**config.mk**
```make
export PLATFORM = sky130hd
export DESIGN_NAME = fetch_queue
export DESIGN_NICKNAME = d
export VERILOG_FILES = /design/src/rtl/fetch_pkg.sv /design/src/rtl/fetch_queue_mem.sv /design/src/rtl/fetch_queue.sv
export SDC_FILE = /design/constraint.sdc
export NUM_CORES = 1
export LEC_CHECK = 0
export ABC_AREA = 1
export CAP_MARGIN = 0
export CORE_MARGIN = 8
export CORE_UTILIZATION = 55
export DETAILED_ROUTE_END_ITERATION = 6
export PLACE_DENSITY = 0.83
export SLEW_MARGIN = 40
export SYNTH_ARGS = -nofsm -noshare
export SYNTH_HDL_FRONTEND = slang
export SYNTH_HIERARCHICAL = 1
export SYNTH_SLANG_ARGS = --single-unit
```
**constraint.sdc**
```tcl
create_clock -name clk -period 12.29 [get_ports clk]
set_input_delay 2.458 -clock clk [delete_from_list [all_inputs] [get_ports clk]]
set_output_delay 2.458 -clock clk [all_outputs]
set_load 0.05 [all_outputs]
```
**src/rtl/fetch_pkg.sv**
```systemverilog
// Shared types for the fetch queue: field width, default depth and the entry record.
package fetch_pkg;

  localparam int XLEN         = 32;
  localparam int FETCHQ_DEPTH = 4;

  typedef struct packed {
    logic [XLEN-1:0] pc;
    logic [XLEN-1:0] pre_pc;
    logic [XLEN-1:0] instr;
  } fetch_entry_t;

endpackage

```
**src/rtl/fetch_queue_mem.sv**
```systemverilog
// Entry storage for the fetch queue: one synchronous write port, one asynchronous read port.
module fetch_queue_mem
  import fetch_pkg::*;
#(
  parameter int DEPTH = FETCHQ_DEPTH,
  localparam int IW   = $clog2(DEPTH)
) (
  input  logic          clk,
  input  logic          we_i,
  input  logic [IW-1:0] waddr_i,
  input  fetch_entry_t  wdata_i,
  input  logic [IW-1:0] raddr_i,
  output fetch_entry_t  rdata_o
);

  // Contents are never cleared; the pointers alone decide what is valid.
  fetch_entry_t mem_q [DEPTH];

  always_ff @(posedge clk) begin
    if (we_i) mem_q[waddr_i] <= wdata_i;
  end

  assign rdata_o = mem_q[raddr_i];

endmodule

```
**src/rtl/fetch_queue.sv**
```systemverilog
// Circular FIFO decoupling fetch from decode, with flush-to-empty.
// Optional same-cycle fetch->decode pass-through when empty: define FETCH_QUEUE_BYPASS_EN.
module fetch_queue #(
  parameter int DEPTH = fetch_pkg::FETCHQ_DEPTH,
  parameter int XLEN  = fetch_pkg::XLEN
) (
  input  logic                     clk,
  input  logic                     rst,
  input  logic                     fetch_i_valid,
  input  logic [XLEN-1:0]          fetch_i_pc,
  input  logic [XLEN-1:0]          fetch_i_pre_pc,
  input  logic [XLEN-1:0]          fetch_i_instr,
  output logic                     fetchq_o_ready,
  input  logic                     ctrl_i_flush,
  input  logic                     decode_i_ready,
  output logic                     fetchq_o_valid,
  output logic [XLEN-1:0]          fetchq_o_pc,
  output logic [XLEN-1:0]          fetchq_o_pre_pc,
  output logic [XLEN-1:0]          fetchq_o_instr,
  output logic [$clog2(DEPTH):0]   fetchq_o_count
);
  import fetch_pkg::*;

  localparam int IW = $clog2(DEPTH);
  localparam int PW = IW + 1;

  logic [PW-1:0] wr_ptr_q, wr_ptr_d, rd_ptr_q, rd_ptr_d;
  fetch_entry_t  wr_ent, rd_ent, head;
  logic          empty, full, enq, deq;

  assign empty = (wr_ptr_q == rd_ptr_q);
  assign full  = (wr_ptr_q[IW-1:0] == rd_ptr_q[IW-1:0]) && (wr_ptr_q[IW] != rd_ptr_q[IW]);

  assign wr_ent = '{pc: fetch_i_pc, pre_pc: fetch_i_pre_pc, instr: fetch_i_instr};

  // Ready never looks at decode_i_ready, so decode stalls cannot reach fetch combinationally.
  assign fetchq_o_ready = !full && !ctrl_i_flush;

`ifdef FETCH_QUEUE_BYPASS_EN
  logic byp;
  assign byp            = empty && fetch_i_valid && !ctrl_i_flush;
  assign fetchq_o_valid = (!empty || fetch_i_valid) && !ctrl_i_flush;
  assign head           = byp ? wr_ent : rd_ent;
  // A bypassed entry that decode takes this cycle never touches storage.
  assign enq            = fetch_i_valid && fetchq_o_ready && !(byp && decode_i_ready);
  assign deq            = fetchq_o_valid && decode_i_ready && !byp;
`else
  assign fetchq_o_valid = !empty && !ctrl_i_flush;
  assign head           = rd_ent;
  assign enq            = fetch_i_valid && fetchq_o_ready;
  assign deq            = fetchq_o_valid && decode_i_ready;
`endif

  assign fetchq_o_pc     = fetchq_o_valid ? head.pc     : '0;
  assign fetchq_o_pre_pc = fetchq_o_valid ? head.pre_pc : '0;
  assign fetchq_o_instr  = fetchq_o_valid ? head.instr  : '0;
  assign fetchq_o_count  = wr_ptr_q - rd_ptr_q;

  always_comb begin
    wr_ptr_d = wr_ptr_q;
    rd_ptr_d = rd_ptr_q;
    if (ctrl_i_flush) begin
      wr_ptr_d = '0;
      rd_ptr_d = '0;
    end else begin
      if (enq) wr_ptr_d = wr_ptr_q + PW'(1);
      if (deq) rd_ptr_d = rd_ptr_q + PW'(1);
    end
  end

  always_ff @(posedge clk) begin
    if (rst) begin
      wr_ptr_q <= '0;
      rd_ptr_q <= '0;
    end else begin
      wr_ptr_q <= wr_ptr_d;
      rd_ptr_q <= rd_ptr_d;
    end
  end

  fetch_queue_mem #(.DEPTH(DEPTH)) u_mem (
    .clk     (clk),
    .we_i    (enq),
    .waddr_i (wr_ptr_q[IW-1:0]),
    .wdata_i (wr_ent),
    .raddr_i (rd_ptr_q[IW-1:0]),
    .rdata_o (rd_ent)
  );

endmodule

```
Word level (Yosys, flattened, before mapping)

Memory sizes are Yosys's and may differ from the RTL's. A register that Yosys moved wholly into a read port is not among the register bits.
Index checks and enable logic that the tools add are counted.

Register bits after elaboration: 6
Memory bits (writable): 384
Input port bits: 101
Word-level logic and storage cells: 25
Memories: 1

Memory list:

| memory      | words | width | read ports | clocked after memory_dff | wr ports | line                  | RTL |
|---|---|---|---|---|---|---|---|
| u_mem.mem_q | 4     | 96    | 1          | 1                        | 1        | fetch_queue_mem.sv:17 | `fetch_entry_t mem_q [DEPTH];` |

Add/subtract/negate cells: 3
Equality and inequality tests: 3
Mux-type cells: 7
Reduce and logical (&&, ||, !) cells: 9

Operators with widths:

| cell                  | number |
|---|---|
| $mux W32              | 3 |
| $add A3 B1 Y3 const B | 2 |
| $logic_and A1 B1 Y1   | 5 |
| $mux W2               | 2 |
| $eq A3 B3 Y1          | 1 |
| $logic_not A1 Y1      | 3 |
| $sub A3 B3 Y3         | 1 |
| $eq A2 B2 Y1          | 1 |
| $mux W1               | 2 |
| $reduce_or A2 Y1      | 1 |
| $ne A1 B1 Y1          | 1 |

Logic depth before layout (Yosys ltp)

Word-level depth: 7
Depth in mapped cells: 9
Gate-level depth less buffers: 9

Modules after synthesis

The synthesis kept the hierarchy.

By module, submodules not included:

| module          | instances | cells each | area an instance (µm²) | sequential area each (µm²) |
|---|---|---|---|---|
| fetch_queue_mem | 1         | 1512       | 16077.9                | 11531.1 |
| fetch_queue     | 1         | 271        | 1238.7                 | 120.1 |

Least setup slack after synthesis

Ideal clock, no wire load.

Kind: in2reg
From: input ctrl_i_flush
To: memory u_mem/mem_q[2][0] (netlist name), enable pin
Library setup time: 669 ps
Arrival: 9306 ps
Data required time: 11621 ps
Slack: 2315 ps
Cell stages on the path: 5
Path buffers: 0
Cells stage by stage: clkinv_1 > nand3_1 > inv_1 > inv_1 > nor3_1

Longest elaborated chain between the ends: 5

RTL lines:

| element                       | line                  | RTL |
|---|---|---|
| start, declared               | fetch_queue.sv:14     | `input logic ctrl_i_flush,` |
| $logic_not A1 Y1              | fetch_queue.sv:37     | `assign fetchq_o_ready = !full && !ctrl_i_flush;` |
| $logic_and A1 B1 Y1           | fetch_queue.sv:37     |  |
| $logic_and A1 B1 Y1           | fetch_queue.sv:50     | `assign enq = fetch_i_valid && fetchq_o_ready;` |
| via enq                       | fetch_queue.sv:29     | `logic empty, full, enq, deq;` |
| $mux W1                       | fetch_queue_mem.sv:20 | `if (we_i) mem_q[waddr_i] <= wdata_i;` |
| $mux W1 (not written as such) | fetch_queue_mem.sv:20 |  |
| end, declared                 | fetch_queue_mem.sv:17 |  |

The timed path passes the listed nets, and every way through them passes these cells.

Worst setup path in the final report

From: input ctrl_i_flush
To: output fetchq_o_instr[25]

Longest elaborated chain between the ends: 3

RTL lines:

| element             | line              | RTL |
|---|---|---|
| $logic_not A1 Y1    | fetch_queue.sv:48 | `assign fetchq_o_valid = !empty && !ctrl_i_flush;` |
| $logic_and A1 B1 Y1 | fetch_queue.sv:48 |  |
| $mux W32            | fetch_queue.sv:56 | `assign fetchq_o_instr = fetchq_o_valid ? head.instr : '0;` |
| end, declared       | fetch_queue.sv:19 | `output logic [XLEN-1:0] fetchq_o_instr,` |

No other way between the ends.

==> impl_metrics.toml <==
[run_status]
status = "complete, no violations"

[pwr]
fin_total_pwr_w = 0.00282
p_per_area_mw_per_mm2 = 135
leakage_nw = 9.55
ir_worst_vdd_v = 0.000112

[worst_setup_path]
critPathCaptureType = "output pin"
start_kind = "input port"
worst-path-max-fanout = 97
r2r-start = "rd_ptr_q[1]"
path_cells = "clkdlybuf4s50_1, clkinv_1, nand2_8, nor2_1, clkdlybuf4s50_1"
crit_type = "in -> out"
worstPathRequired_ns = 9.83
slowest_stage = "clkdlybuf4s50_1"
crit_top_cell = "clkdlybuf4s50_1"
cp.buffers_inverters = 3
crit_arrival_ns = 4.72
slowest_delay_ns = 0.75
crit_family = "buffers and inverters"
crit_path_start = "ctrl_i_flush"

[synthesis]
synth_edf_count = 384
syn_area_sq_mm = 0.0173
ys_types = 19
ys_top_cells_by_area = "edfxtp_1, inv_1, nand2_1"
yosysTopAreaCell = "edfxtp_1"
synth.most_common_cell = "inv_1"
syn_nets = 1889
yosys-top-cells-count = "inv_1, nand2_1, edfxtp_1"
synth_top_area_share_pct = 66.6
ys_seq_area_share_pct = 67.3
synth_ff_type = "edfxtp_1"
synth_area_per_cell_sq_um = 9.71
ys_async_sr_fraction_pct = 0
yosys_warnings = 6
syn_inst = 1783
synth_seq_cells = 390

[floorplan]
chipHeight_microns = 193
rows = 65
start_util_pct = 55.3
fp.dieArea_sq_mm = 0.0374
ios = 202
fp.dieW_microns = 193
coreArea_sq_mm = 0.0313

[clock_network]
cts_inserted_buffers = 40
hold_buffers = 0
clk_pin_slew_ns = 0.06
clock_sinks = 390
cts_tree = "done"
cts_htree_levels = 2
clk-insertion-delay-late_ns = 0.52
cts_resized = 0
cts_root_buf = "clkbuf_16"
postCtsSetupBuffers = 0
cts_max_path_buffers = 3

[sta]
post-route-min-period_ns = 7.18
setup_tns_ns = 0
timing.final.crit_share_pct = 58.4
rsz0062_at_grt = "no"
setup_viol = 0
skew_ns = 0.0146
hold_viol_final = 0
fmax_mhz = 139
slew_headroom_pct = 45.5
finalMaxSlewViolations = 0
worst_slew_pin_slew_ns = 0.817

[cells_and_area]
drive_gt1_share_pct = 3.86
insertedDiodeCount = 0
multi_input_area_sq_mm = 0.00343
syn2layout_area_growth_pct = 20.2
regArea_sq_mm = 0.0117
fin_nets = 2072
fin_util_pct = 66.5
filler_cell_count = 2250

[routing]
drt_iter0_markers = 717
drc = 0
drt-pass1-iter-count = 6
wl_mm = 37.2
via_count = 11600
via_per_inst = 4.85
wire_per_inst_microns = 15.5
postRouteAntennaNets = 0

[grt]
grt_pass1_wl_mm = 59.9
first_global_vias = 12100
grt_max_degree = 101
grt.total_usage_pct = 19.7
overflow = 0
antenna_found_initial = 2

[hold_path]
hold_start = "rd_ptr_q[2]"
min_path_type = "reg -> reg"

[run]
maxCapViolations = 0

[placement]
io_buffers = 201
dp_hpwl_mm = 21.8
gp_congestion = 0.790
through the flow:
step / hold slack (ns) / setup slack (ns) / instances / cell area, sq um
floorplan: 0.510 / 2.31 / 1783 / 17300
global placement: 0.546 / 5.03 / 2326 / 19600
detailed placement: 0.567 / 5.11 / 2326 / 19600
CTS: 0.576 / 5.10 / 2399 / 20800
global route: 0.616 / 4.96 / 2399 / 20800
finish: 0.566 / 5.11 / 2399 / 20800
state kept, by name, indices dropped and copies added, names as in the netlist:
signal       cells
rd_ptr_q         3
u_mem/mem_q    384
wr_ptr_q         3
power by group:
group          internal [W]  leakage (nW)  total [W]  switching (W)
Sequential          0.00149          3.54    0.00149     0.00000724
Clock              0.000659         0.593    0.00112       0.000464
Combinational     0.0000716          5.42   0.000199       0.000128
cells by family (layout without fill, tap and decap cells):
kind of cell / after synthesis / after routing / share of synthesized area, %
and+or+nand+nor: 809 / 809 / 19.1
xor gates and xnor gates: 2 / 2 / 0.101
adders and majority gates: 5 / 5 / 0.405
DFF: 390 / 390 / 67.3
buffers and inverters: 577 / 791 / 13.1
area by class of cell:
type | instances | area share, %
Sequential cell | 390 | 56.0
Multi-Input combinational cell | 816 | 16.5
Timing Repair Buffer | 214 | 10.1
Inverter | 504 | 9.12
Clock buffer | 57 | 5.22
Tap cell | 402 | 2.42
Clock inverter | 16 | 0.643
path summary, 6_finish.rpt:
kind,end,slack (ns),depth (start not counted)
max,fetchq_o_instr[25],5.11,5
min,rd_ptr_q[2],0.57,4
min reg2reg,rd_ptr_q[2],0.57,4
max reg2reg,u_mem/mem_q[3][65],8.20,11
placed cells by master, fill, tap and decap left out, types with 2 or more instances in the layout:
| cell type | Yosys | final |
|---|---|---|
| nand4_1 | 4 | 4 |
| inv_6 | 0 | 3 |
| nand3_1 | 195 | 195 |
| nor3_2 | 0 | 4 |
| clkbuf_16 | 0 | 41 |
| buf_4 | 1 | 12 |
| ha_1 | 4 | 4 |
| nor2_1 | 105 | 105 |
| nand2_1 | 498 | 498 |
| clkinv_1 | 1 | 6 |
| clkdlybuf4s50_1 | 0 | 201 |
| clkinv_2 | 0 | 6 |
| xor2_1 | 2 | 2 |
| bufinv_16 | 0 | 2 |
| dfxtp_4 | 0 | 2 |
| clkbuf_1 | 11 | 16 |
| inv_1 | 500 | 500 |
| edfxtp_1 | 384 | 384 |
| dfxtp_1 | 6 | 4 |
layer usage:
layer | wire length (microns) | global-route usage (%) | share of wire [%] | vias up
li1 | - | - | - | 5787
met1 | 14700 | 22.7 | 40 | 5435
met2 | 19400 | 36.4 | 52 | 346
met3 | 2380 | 4.39 | 6.4 | 64
met4 | 670 | 5.53 | 1.8 | 4
met5 | 27 | 0 | 0.073 | -
worst reg2reg max path, delay by kind of cell, from the launching register on:
kind,cells,cell delay [ns]
buf+inv,6,1.80
fa+ha+maj,1,0.30
simple gates,4,0.76
flops,1,0.80
Note: power is estimated with default switching activity, not from simulation.
